File: config.mk
export PLATFORM = sky130hd
export DESIGN_NAME = seg7_scan_decoder_flat
export DESIGN_NICKNAME = d
export VERILOG_FILES = /design/src/rtl/seg7_pkg.sv /design/src/rtl/seg7_scan_decoder_if.sv /design/src/rtl/seg7_pattern_decode.sv /design/src/rtl/seg7_scan_decoder.sv /design/src/flat_wrapper.sv
export SDC_FILE = /design/constraint.sdc
export NUM_CORES = 1
export LEC_CHECK = 0
export ABC_AREA = 1
export CORE_MARGIN = 5
export CORE_UTILIZATION = 35
export CTS_CLUSTER_SIZE = 25
export DETAILED_ROUTE_END_ITERATION = 16
export SLEW_MARGIN = 20
export SYNTH_ARGS = -nofsm -noshare
export SYNTH_HDL_FRONTEND = slang
export SYNTH_HIERARCHICAL = 1
export SYNTH_SLANG_ARGS = --single-unit
File: constraint.sdc
create_clock -name clk -period 4.1 [get_ports clk]
set_input_delay 0.82 -clock clk [delete_from_list [all_inputs] [get_ports clk]]
set_output_delay 0.82 -clock clk [all_outputs]
set_load 0.005 [all_outputs]
File: src/rtl/seg7_pkg.sv
// Shared 7-segment definitions: glyph table, segment bit positions, decoder types.
package seg7_pkg;

    localparam int unsigned SEG_A  = 7;
    localparam int unsigned SEG_B  = 6;
    localparam int unsigned SEG_C  = 5;
    localparam int unsigned SEG_D  = 4;
    localparam int unsigned SEG_E  = 3;
    localparam int unsigned SEG_F  = 2;
    localparam int unsigned SEG_G  = 1;
    localparam int unsigned SEG_DP = 0;

    localparam logic [7:0] SEG7_BLANK = 8'hFF;

    // Active-low {a..g,dp} with the decimal point off, index = hex value
    localparam logic [7:0] SEG7_HEX [16] = '{
        8'h03, 8'h9F, 8'h25, 8'h0D, 8'h99, 8'h49, 8'h41, 8'h1F,
        8'h01, 8'h09, 8'h11, 8'hC1, 8'hE5, 8'h85, 8'h61, 8'h71
    };

    typedef enum logic [1:0] {
        IDLE   = 2'd0,
        SETTLE = 2'd1,
        HOLD   = 2'd2
    } dec_state_e;

    typedef struct packed {
        logic [3:0] nibble;
        logic       err;
    } seg7_dec_t;

endpackage

File: src/rtl/seg7_scan_decoder_if.sv
// Recovered-frame handshake between the scan decoder and its consumer.
interface seg7_scan_decoder_if #(
    parameter int unsigned NUM_DIGITS = 4
);
    logic [4*NUM_DIGITS-1:0] frame_value;
    logic [NUM_DIGITS-1:0]   frame_dp;
    logic [NUM_DIGITS-1:0]   frame_err;
    logic                    frame_valid;
    logic                    frame_ready;
    logic                    overrun;

    modport master (
        output frame_value, frame_dp, frame_err, frame_valid, overrun,
        input  frame_ready
    );

    modport slave (
        input  frame_value, frame_dp, frame_err, frame_valid, overrun,
        output frame_ready
    );
endinterface

File: src/rtl/seg7_pattern_decode.sv
// Combinational reverse lookup of an active-low a..g pattern to a hex nibble.
module seg7_pattern_decode
    import seg7_pkg::*;
(
    input  logic [6:0] seg_i,
    output seg7_dec_t  dec_c_o
);

    always_comb begin
        dec_c_o.nibble = 4'h0;
        dec_c_o.err    = 1'b1;
        for (int i = 0; i < 16; i++) begin
            if (seg_i == SEG7_HEX[i][SEG_A:SEG_G]) begin
                dec_c_o.nibble = 4'(i);
                dec_c_o.err    = 1'b0;
            end
        end
    end

endmodule

File: src/rtl/seg7_scan_decoder.sv
// Watches a multiplexed active-low display bus and rebuilds one hex frame per full scan.
module seg7_scan_decoder
    import seg7_pkg::*;
#(
    parameter int unsigned NUM_DIGITS     = 4,
    parameter int unsigned STABLE_CYCLES  = 8,
    parameter int unsigned TIMEOUT_CYCLES = 4096
) (
    input  logic                  clk,
    input  logic                  rst_n,
    input  logic [7:0]            seg_in,
    input  logic [NUM_DIGITS-1:0] an_in,
    seg7_scan_decoder_if.master   frm
);

    localparam int unsigned STAB_W = $clog2(STABLE_CYCLES + 1);
    localparam int unsigned TO_W   = $clog2(TIMEOUT_CYCLES + 1);
    localparam int unsigned IDX_W  = $clog2(NUM_DIGITS);
    localparam int unsigned VAL_W  = 4 * NUM_DIGITS;

    dec_state_e              state_q, state_d;
    logic [7:0]              lat_seg_q, lat_seg_d;
    logic [NUM_DIGITS-1:0]   lat_an_q, lat_an_d;
    logic [STAB_W-1:0]       stab_q, stab_d;
    logic [TO_W-1:0]         to_cnt_q, to_cnt_d;
    logic [NUM_DIGITS-1:0]   seen_q, seen_d;
    logic [VAL_W-1:0]        stg_val_q, stg_val_d;
    logic [NUM_DIGITS-1:0]   stg_dp_q, stg_dp_d;
    logic [NUM_DIGITS-1:0]   stg_err_q, stg_err_d;
    logic [VAL_W-1:0]        frame_value_q, frame_value_d;
    logic [NUM_DIGITS-1:0]   frame_dp_q, frame_dp_d;
    logic [NUM_DIGITS-1:0]   frame_err_q, frame_err_d;
    logic                    frame_valid_q, frame_valid_d;
    logic                    overrun_q, overrun_d;

    logic                    active_c;
    logic                    changed_c;
    logic                    capture_c;
    logic                    publish_c;
    logic                    timeout_c;
    logic [IDX_W-1:0]        idx_c;
    seg7_dec_t               dec_c;

    seg7_pattern_decode u_decode (
        .seg_i   (lat_seg_q[SEG_A:SEG_G]),
        .dec_c_o (dec_c)
    );

    assign active_c  = $onehot(~an_in);
    assign changed_c = (seg_in != lat_seg_q) || (an_in != lat_an_q);
    assign publish_c = &seen_q;

    // Digit index of the latched (one-hot low) enable
    always_comb begin
        idx_c = '0;
        for (int i = 0; i < int'(NUM_DIGITS); i++) begin
            if (!lat_an_q[i]) idx_c = IDX_W'(i);
        end
    end

    always_comb begin
        state_d       = state_q;
        lat_seg_d     = lat_seg_q;
        lat_an_d      = lat_an_q;
        stab_d        = stab_q;
        to_cnt_d      = to_cnt_q;
        seen_d        = seen_q;
        stg_val_d     = stg_val_q;
        stg_dp_d      = stg_dp_q;
        stg_err_d     = stg_err_q;
        frame_value_d = frame_value_q;
        frame_dp_d    = frame_dp_q;
        frame_err_d   = frame_err_q;
        frame_valid_d = frame_valid_q;
        overrun_d     = overrun_q;
        capture_c     = 1'b0;
        timeout_c     = 1'b0;

        unique case (state_q)
            IDLE: begin
                if (active_c) begin
                    lat_seg_d = seg_in;
                    lat_an_d  = an_in;
                    stab_d    = STAB_W'(1);
                    state_d   = SETTLE;
                end
            end
            SETTLE: begin
                if (changed_c) begin
                    if (active_c) begin
                        lat_seg_d = seg_in;
                        lat_an_d  = an_in;
                        stab_d    = STAB_W'(1);
                    end else begin
                        state_d = IDLE;
                    end
                end else if (stab_q == STAB_W'(STABLE_CYCLES)) begin
                    capture_c = 1'b1;
                    state_d   = HOLD;
                end else begin
                    stab_d = stab_q + STAB_W'(1);
                end
            end
            HOLD: begin
                if (changed_c) state_d = IDLE;
            end
            default: state_d = IDLE;
        endcase

        // Inactivity timer: saturating, restarted by every capture
        if (capture_c) begin
            to_cnt_d = '0;
        end else if (to_cnt_q != TO_W'(TIMEOUT_CYCLES)) begin
            to_cnt_d  = to_cnt_q + TO_W'(1);
            timeout_c = (to_cnt_d == TO_W'(TIMEOUT_CYCLES));
        end

        if (publish_c) seen_d = '0;

        if (timeout_c) begin
            seen_d    = '0;
            stg_val_d = '0;
            stg_dp_d  = '0;
            stg_err_d = '0;
        end

        if (capture_c) begin
            seen_d[idx_c]             = 1'b1;
            stg_val_d[4*idx_c +: 4]   = dec_c.nibble;
            stg_dp_d[idx_c]           = ~lat_seg_q[SEG_DP];
            stg_err_d[idx_c]          = dec_c.err;
        end

        // A held, unaccepted frame wins; a new one arriving then is dropped
        if (publish_c) begin
            if (frame_valid_q && !frm.frame_ready) begin
                overrun_d = 1'b1;
            end else begin
                frame_value_d = stg_val_q;
                frame_dp_d    = stg_dp_q;
                frame_err_d   = stg_err_q;
                frame_valid_d = 1'b1;
            end
        end else if (frame_valid_q && frm.frame_ready) begin
            frame_valid_d = 1'b0;
        end
    end

    always_ff @(posedge clk or negedge rst_n) begin
        if (!rst_n) begin
            state_q       <= IDLE;
            lat_seg_q     <= SEG7_BLANK;
            lat_an_q      <= '1;
            stab_q        <= '0;
            to_cnt_q      <= '0;
            seen_q        <= '0;
            stg_val_q     <= '0;
            stg_dp_q      <= '0;
            stg_err_q     <= '0;
            frame_value_q <= '0;
            frame_dp_q    <= '0;
            frame_err_q   <= '0;
            frame_valid_q <= 1'b0;
            overrun_q     <= 1'b0;
        end else begin
            state_q       <= state_d;
            lat_seg_q     <= lat_seg_d;
            lat_an_q      <= lat_an_d;
            stab_q        <= stab_d;
            to_cnt_q      <= to_cnt_d;
            seen_q        <= seen_d;
            stg_val_q     <= stg_val_d;
            stg_dp_q      <= stg_dp_d;
            stg_err_q     <= stg_err_d;
            frame_value_q <= frame_value_d;
            frame_dp_q    <= frame_dp_d;
            frame_err_q   <= frame_err_d;
            frame_valid_q <= frame_valid_d;
            overrun_q     <= overrun_d;
        end
    end

    assign frm.frame_value = frame_value_q;
    assign frm.frame_dp    = frame_dp_q;
    assign frm.frame_err   = frame_err_q;
    assign frm.frame_valid = frame_valid_q;
    assign frm.overrun     = overrun_q;

endmodule
File: src/flat_wrapper.sv
// flat-port wrapper written by rule: the top's interface ports become plain ports
module seg7_scan_decoder_flat import seg7_pkg::*;
#(
    parameter int unsigned NUM_DIGITS     = 4,
    parameter int unsigned STABLE_CYCLES  = 8,
    parameter int unsigned TIMEOUT_CYCLES = 4096
)
  (clk, rst_n, seg_in, an_in, frm_frame_value, frm_frame_dp, frm_frame_err, frm_frame_valid, frm_overrun, frm_frame_ready);
  seg7_scan_decoder_if #(.NUM_DIGITS(NUM_DIGITS)) frm_i ();
  input  logic clk;
  input  logic rst_n;
  input  logic [7:0] seg_in;
  input  logic [NUM_DIGITS-1:0] an_in;
  output wire logic [$bits(frm_i.frame_value)-1:0] frm_frame_value;
  output wire logic [$bits(frm_i.frame_dp)-1:0] frm_frame_dp;
  output wire logic [$bits(frm_i.frame_err)-1:0] frm_frame_err;
  output wire logic [$bits(frm_i.frame_valid)-1:0] frm_frame_valid;
  output wire logic [$bits(frm_i.overrun)-1:0] frm_overrun;
  input wire logic [$bits(frm_i.frame_ready)-1:0] frm_frame_ready;
  assign frm_frame_value = frm_i.frame_value;
  assign frm_frame_dp = frm_i.frame_dp;
  assign frm_frame_err = frm_i.frame_err;
  assign frm_frame_valid = frm_i.frame_valid;
  assign frm_overrun = frm_i.overrun;
  assign frm_i.frame_ready = frm_frame_ready;
  seg7_scan_decoder #(.NUM_DIGITS(NUM_DIGITS), .STABLE_CYCLES(STABLE_CYCLES), .TIMEOUT_CYCLES(TIMEOUT_CYCLES)) u_core (.clk(clk), .rst_n(rst_n), .seg_in(seg_in), .an_in(an_in), .frm(frm_i));
endmodule
# Yosys cells after proc, flatten, opt, wreduce, memory -nomap -nowiden
# Index checks and enable logic that the tools add are counted.
[word_totals]
reg_bits = 85
inputBits = 15
output_inout_bits = 26
wordCells = 134
[classes]
n_addsub = 6
magnitude_cmp = 2
eq_ne = 30
shifts = 2
muxes = 59
n_bitwise = 4
reduce_logical = 17
[op_table]
columns = ["op", "count"]
rows = [
  ["$mux 5", 15],
  ["$mux 4", 12],
  ["$eq 7x7->1 const B", 5],
  ["$neg 4->34", 1],
  ["$shift 4x34->16 const A", 1],
  ["$shiftx 4x34->16", 1],
  ["$mux 16", 2],
  ["$eq 7x6->1 const B", 4],
  ["$mux 13", 2],
  ["$bwmux 16", 1],
  ["$mux 8", 2],
  ["$pmux 4 s2", 2],
  ["$pmux 8 s2", 1],
  ["$eq 7x3->1 const B", 2],
  ["$eq 7x4->1 const B", 2],
  ["$mux 2", 7],
  ["$add 13x1->13 const B", 1],
  ["$eq 13x13->1 const B", 1],
  ["$ne 13x13->1 const B", 1],
  ["$mux 1", 11],
  ["$reduce_and 5->1", 2],
  ["$bwmux 4", 2],
  ["$ne 8x8->1", 1],
  ["$reduce_and 4->1", 2],
  ["other kinds (29)", 39],
]

# Longest topological paths before layout
# Gate-level depths: netlist of the first run.
[logic_depth]
word_depth = 20
ltp_mapped = 13
ltp_nobuf = 13

# By module
# Netlist of the first run, hierarchy kept.
[modules_own_cells]
columns = ["module", "n_inst", "cells_each", "area_each_um2", "seq_area_each_um2"]
rows = [
  ["seg7_scan_decoder", 1, 580, 4401.7, 2142.1],
  ["seg7_pattern_decode", 1, 65, 301.5, 0.0],
]

# Least setup slack after synthesis of the first run
# OpenSTA, ideal clock, no wires.
[synth_timing]
path_kind = "input-to-reg"
start = "in an_in[0]"
end = "reg u_core.state_q[1]"
setup_time_ns = 0.122
arrival_ns = 2.657
required_ns = 3.978
setup_slack_ns = 1.321
stages = 10
path_buffers = 0
cell_sequence = "fa_1 inv_1 ha_1 ha_1 nor3_1 inv_1 nor3_1 a21oi_1 a21boi_0 nor2_1"
[synth_via]
elab_chain_len = 6
word_cells_on_any_way = 13
classes_between = "2 x add/sub; 6 x eq/ne; 2 x mux; 1 x bitwise; 2 x reduce/logical"
[synth_lines]
columns = ["element", "line_no", "text"]
rows = [
  ["start, declared", "flat_wrapper.sv:13", "input logic [NUM_DIGITS-1:0] an_in;"],
  ["$not 4->4", "seg7_scan_decoder.sv:49", "assign active_c = $onehot(~an_in);"],
  ["$add 1x1->2 (implied by the code)", "seg7_scan_decoder.sv:49", ""],
  ["$add 3x3->3 (implied by the code)", "seg7_scan_decoder.sv:49", ""],
  ["$eq 3x1->1", "seg7_scan_decoder.sv:49", ""],
  ["$ne 3x3->1 (no source line) / $ne 2x1->1 (equally long branches)", "--", ""],
  ["$reduce_and 4->1 (no source line)", "--", ""],
  ["end signal, assigned", "seg7_scan_decoder.sv:166", "state_q <= state_d;"],
  ["end, declared", "seg7_scan_decoder.sv:21", "dec_state_e state_q, state_d;"],
]
# Several ways; a longest one is shown, not always the timed one.
# A chain may end at the register's enable or synchronous reset.

# Final worst setup path of the first run
[layout_timing]
start = "in an_in[3]"
end = "reg u_core.lat_seg_q[1]"
[layout_via]
elab_chain_len = 7
word_cells_on_any_way = 11
classes_between = "2 x add/sub; 3 x eq/ne; 3 x mux; 1 x bitwise; 2 x reduce/logical"
[layout_lines]
columns = ["element", "line_no", "text"]
rows = [
  ["$not 4->4", "seg7_scan_decoder.sv:49", ""],
  ["$add 1x1->2 (implied by the code)", "seg7_scan_decoder.sv:49", ""],
  ["$add 3x3->3 (implied by the code)", "seg7_scan_decoder.sv:49", ""],
  ["$eq 3x1->1", "seg7_scan_decoder.sv:49", ""],
  ["$mux 8 (2 in series)", "--", ""],
  ["$pmux 8 s2", "--", ""],
  ["end signal, assigned", "seg7_scan_decoder.sv:167", "lat_seg_q <= lat_seg_d;"],
  ["end, declared", "seg7_scan_decoder.sv:22", "logic [7:0] lat_seg_q, lat_seg_d;"],
]
# Several ways; a longest one is shown, not always the timed one. The select of a mux whose other input is x is not followed.

==> flow_summary.ini, run 1 <==
[critical_path]
end_kind = flip-flop
crit_path_start_kind = input pin
max_stage_delay_ns = 0.52
crit_fanout = 16
crit_path_frequent_cell = ha_1
worst-endpoint-arrival_ns = 3.50
critPathTopFamily = adder cells
critPathBufInv = 3
path_cells = clkdlybuf4s50_1 > fa_1 > inv_1 > ha_1 > ha_1 > nor3_1 > nand3_1 > buf_4 > o21ai_0
worst_path_max_delay_cell = fa_1
cp.required_ns = 4.36
crit_type = in -> reg
r2r_setup_slack_ns = 1.70

[synth]
yosysSeqAreaShare_pct = 45.5
postSynthCellCount = 645
yosysMostFrequentCell = nand2_1
yosys_warnings = 6
ys_seq_elements = 85
synth_common_cells = nand2_1 (241), inv_1 (100), dfrtp_1 (73)
synth_ff_type = dfrtp_1
syn_area_per_cell_um2 = 7.29
netlist_area_um2 = 4700
synth-async-reset-ratio_pct = 100
yosysTopAreaCell = dfrtp_1
syn-num-nets = 667
synth_top_area_share_pct = 38.8
synth_area_leaders = dfrtp_1 (39%), nand2_1 (19%), inv_1 (8.0%)
synth-edff-count = 0
synth_cell_type_count = 38

[timing]
finalClockSkew_ns = 0.00737
fin_ws_ns = 0.859
setup_viol = 0
fin_crit_sh_pct = 79.0
timing.fmax_mhz = 309
fin_hold_ws_ns = 0.457
final-hold-violation-count = 0
rsz0062_at_grt = no
tightestPinTransition_ns = 0.765
period_needed_ns = 3.24
maxSlewViolCount = 0
relSlewSlack_pct = 49.0
finalSetupTns_ns = 0

[clock_tree]
cts_buffer_depth = 2
cts_hold_buf = 0
htree_levels = 3
cts_num_sinks = 85
cts_tree = built
cts-resized-gates = 0
path_clk_slew_ns = 0.07
post-cts-setup-buffers = 0
cts_root_buf = clkbuf_16
cts_made_buffers = 9
clock_latency_ns = 0.34

[final_layout]
num-nets-final = 708
regArea_um2 = 2140
antenna_cells = 0
n_fill_cell = 1360
drive_above_1_share_pct = 8.83
area_growth_pct = 18.3
multi_input_area_um2 = 2070

[power]
power_density_nw_per_um2 = 444
vdd_drop_max_mv = 0.190
cellLeakagePower_uw = 0.00296

[die]
die_h_um = 126
rows = 42
dieArea_um2 = 15900
start_util_pct = 35.7
pin_count = 41
die_x_um = 126
core-area_um2 = 13200

[run]
cap_violations = 0

[grt]
grt_pass1_wl_um = 17300
grt_overflow = 0
antenna_found_initial = 0
grt_max_degree = 86
grt_use_total_pct = 13.1
grt_pass1_vias = 3778

[detailed_routing]
vias_per_cell = 4.51
drt-initial-drc-count = 202
vias = 3914
drc_errors = 0
wirelength_um = 9880
dr.pass1.iters = 4
final_antenna_net_count = 0
routedWlPerCell_um = 11.4

[placement]
port_buffers = 40
gp_congestion = 0.825
dp_hpwl_um = 7150
pre_cts_ws_ns = 0.502

[worst_hold_path]
hp-class = reg -> reg

[status]
status = finished clean
==> final cells by class <==
class                           count  area share [%]
Multi-Input combinational cell    441            37.2
Inverter                          107            7.22
Sequential cell                    85            38.5
Tap cell                          176            3.96
Timing Repair Buffer               42            7.49
Clock buffer                        9            4.05
Clock inverter                      7            1.55
==> worst paths after layout <==
check	from	end	cells past startpoint
min	u_core/frm.overrun	u_core/frm.overrun	1
min in group asynchronous	rst_n	u_core/to_cnt_q[8]	1
max reg2reg	u_core/lat_seg_q[6]	u_core/stg_dp_q[1]	8
min reg2reg	u_core/frm.overrun	u_core/frm.overrun	1
max in group asynchronous	rst_n	u_core/to_cnt_q[1]	1
max	an_in[3]	u_core/lat_seg_q[1]	9
==> cells by family after synthesis <==
group           Yosys count  share of synthesized area, %
compound gates           47                          5.37
xor+xnor                 10                          1.86
fa+ha+maj                 7                          2.02
buf+inv                 119                          10.4
flops                    85                          45.5
simple gates            377                          34.8
==> sequential cells by signal, indices dropped and copies added, names as in the netlist, 2 cells and up <==
signal	flops
u_core/stg_dp_q	4
u_core/to_cnt_q	13
u_core/seen_q	4
u_core/stg_err_q	4
u_core/stg_val_q	16
u_core/lat_seg_q	8
u_core/state_q	2
u_core/lat_an_q	4
u_core/frm.frame_dp	4
u_core/frm.frame_value	16
u_core/frm.frame_err	4
u_core/stab_q	4
==> metrics by stage <==
step                util, %  power (µW)  std cells  cell area (µm²)
floorplan                 -        1470        645             4700
finish                 42.2        2470        867             5560
CTS                    42.1        2500        867             5560
global placement       39.8        1610        851             5250
global route           42.2        2650        867             5560
detailed placement     39.8        1640        851             5250
==> where the power goes <==
group	total (µW)	internal [µW]	switching [µW]	leakage (µW)
registers	1070	949	126	0.000984
logic	549	176	372	0.00183
clock network	849	487	362	0.000151
==> metal layers <==
metal  share of wire (%)  wire length, µm  track usage, %  vias to the layer above
met1                  50             4890            17.9                     1780
met4                 1.2              118            4.35                        0
li1                    -                -               -                     2054
met3                 4.4              430            2.67                        8
met2                  45             4440            20.9                       72
met5                   0                0               0                        -
==> layout by cell type, fill, tap and decap left out, types with 3 or more instances in the layout <==
cell and n:
or2_2 3, dfstp_2 12, nor2_1 64, o21ai_0 36
inv_6 3, xor2_1 5, nand2_1 241, nor2_2 5
ha_1 6, clkbuf_16 9, inv_2 7, nand2_2 3
inv_1 100, xnor2_1 5, nand3_1 29, dfrtp_1 73
a21oi_1 3, nor3_1 5, nand4_1 14, clkdlybuf4s50_1 39
nor2_4 4
No activity file was read; power rests on OpenSTA's default activity.
==> inputs of run 2 (changes only) <==
clock period = 2.9 ns   (was 4.1 ns; I/O delays follow)
==> run 2 against run 1 <==
Global-route usage about the same. Critical path type unchanged. Critical path depth rose by 1. Via count grew 0.26%. Power increased by 42%. Design area increased by 3.0%. Highest routed layer unchanged. Sequential power rose by 42%.
==> flow_summary.ini, run 2 (synthesis results as in run 1) <==
[grt]
grt_pass1_wl_um = 17700
grt_overflow = 0
antenna_found_initial = 0
grt_max_degree = 49
grt_use_total_pct = 13.1
grt_pass1_vias = 3811

[clock_tree]
path_clk_slew_ns = 0.07
cts_tree = built
cts_hold_buf = 0
cts-resized-gates = 0
cts_made_buffers = 9
cts_root_buf = clkbuf_16
cts_buffer_depth = 2
post-cts-setup-buffers = 0
cts_num_sinks = 85
clock_latency_ns = 0.33
htree_levels = 3

[final_layout]
stdcell_area_um2 = 5730
num-nets-final = 723
layout_commonest_cell = nand2_1
antenna_cells = 0
final_cell_mix = nand2_1 (241), inv_1 (100), dfrtp_1 (73), nor2_1 (64), clkdlybuf4s50_1 (38)
area_growth_pct = 21.8
drive_above_1_share_pct = 10.8
n_fill_cell = 1329
finalCoreUtilization_pct = 43.4
regArea_um2 = 2140
multi_input_area_um2 = 2070

[detailed_routing]
vias = 3924
final_antenna_net_count = 0
vias_per_cell = 4.45
dr.pass1.iters = 4
drc_errors = 0
drt-initial-drc-count = 266
wirelength_um = 9840
routedWlPerCell_um = 11.2

[critical_path]
crit_type = in -> reg
end_kind = flip-flop
timing.rr.end = u_core/stg_val_q[1]
crit_fanout = 14
rr_startpoint = u_core/lat_seg_q[3]
worst-endpoint-arrival_ns = 2.92
r2r_setup_slack_ns = 0.79
cp-startpoint = an_in[0]
cp.required_ns = 3.15
reg2reg_depth = 12
cp-endpoint = u_core/lat_seg_q[5]
crit_path_start_kind = input pin

[status]
status = finished clean

[run]
cap_violations = 0

[worst_hold_path]
hp-class = in -> async

[power]
power_density_nw_per_um2 = 613
vdd_drop_max_mv = 0.308
cellLeakagePower_uw = 0.00307

[placement]
port_buffers = 40
dpl_cell_area_um2 = 5410
dp_hpwl_um = 7260
gp_congestion = 0.847

[timing]
rsz0062_at_grt = no
period_needed_ns = 2.67
timing.fmax_mhz = 375
maxSlewViolCount = 0
finalClockSkew_ns = 0.00698
relSlewSlack_pct = 58.7
fin_crit_sh_pct = 92.1
tightestPinTransition_ns = 0.619
setup_viol = 0
final-hold-violation-count = 0

[die]
die_h_um = 126
pin_count = 41
core-area_um2 = 13200
die_x_um = 126
dieArea_um2 = 15900
start_util_pct = 35.7
rows = 42
## run 2: how the worst min path moves through the flow
stage,startpoint,end,slack [ns]
global route,rst_n,u_core/frm.overrun,0.32
global placement,u_core/frm.overrun,u_core/frm.overrun,0.44
detailed placement,u_core/frm.overrun,u_core/frm.overrun,0.45
finish,rst_n,u_core/frm.overrun,0.26
floorplan,rst_n,u_core/frm.frame_dp[0],0.28
CTS,rst_n,u_core/seen_q[3],0.29
## run 2: layout make-up
class / count / area share (%)
clock buffers: 9 / 3.93
well taps: 176 / 3.84
repair buffers: 57 / 10.1
multi-input cells: 441 / 36.1
inverters: 107 / 7.01
clock inverters: 7 / 1.62
flip-flops and latches: 85 / 37.4
## run 2: stage by stage
step                total power, µW  TNS (ns)  setup WS [ns]  hold slack, ns  instances
floorplan                      2080         0          0.361           0.284        645
global placement               2290     -1.48         -0.136           0.442        866
detailed placement             2320     -2.19         -0.200           0.450        866
CTS                            3540         0          0.150           0.292        882
global route                   3750         0         0.0268           0.315        882
finish                         3510         0          0.230           0.259        882
## run 2: metal layers
metal	routed length, µm	vias to the layer above	GRT usage, %
met5	0	-	0
met4	83	0	3.53
met3	439	6	2.50
met2	4310	72	20.9
met1	5010	1767	18.5
li1	-	2079	-
## run 2: power breakdown
group,switching (µW),internal (µW)
Combinational,527,267
Sequential,174,1340
Clock,511,690
## run 2: worst max-delay path: stages
cell             delay [ns]
clkdlybuf4s50_1        0.46
fa_1                   0.55
inv_1                  0.04
ha_1                   0.17
ha_1                   0.27
nor3_1                 0.18
buf_4                  0.15
nand3_1                0.14
buf_4                  0.21
o21ai_0                0.17
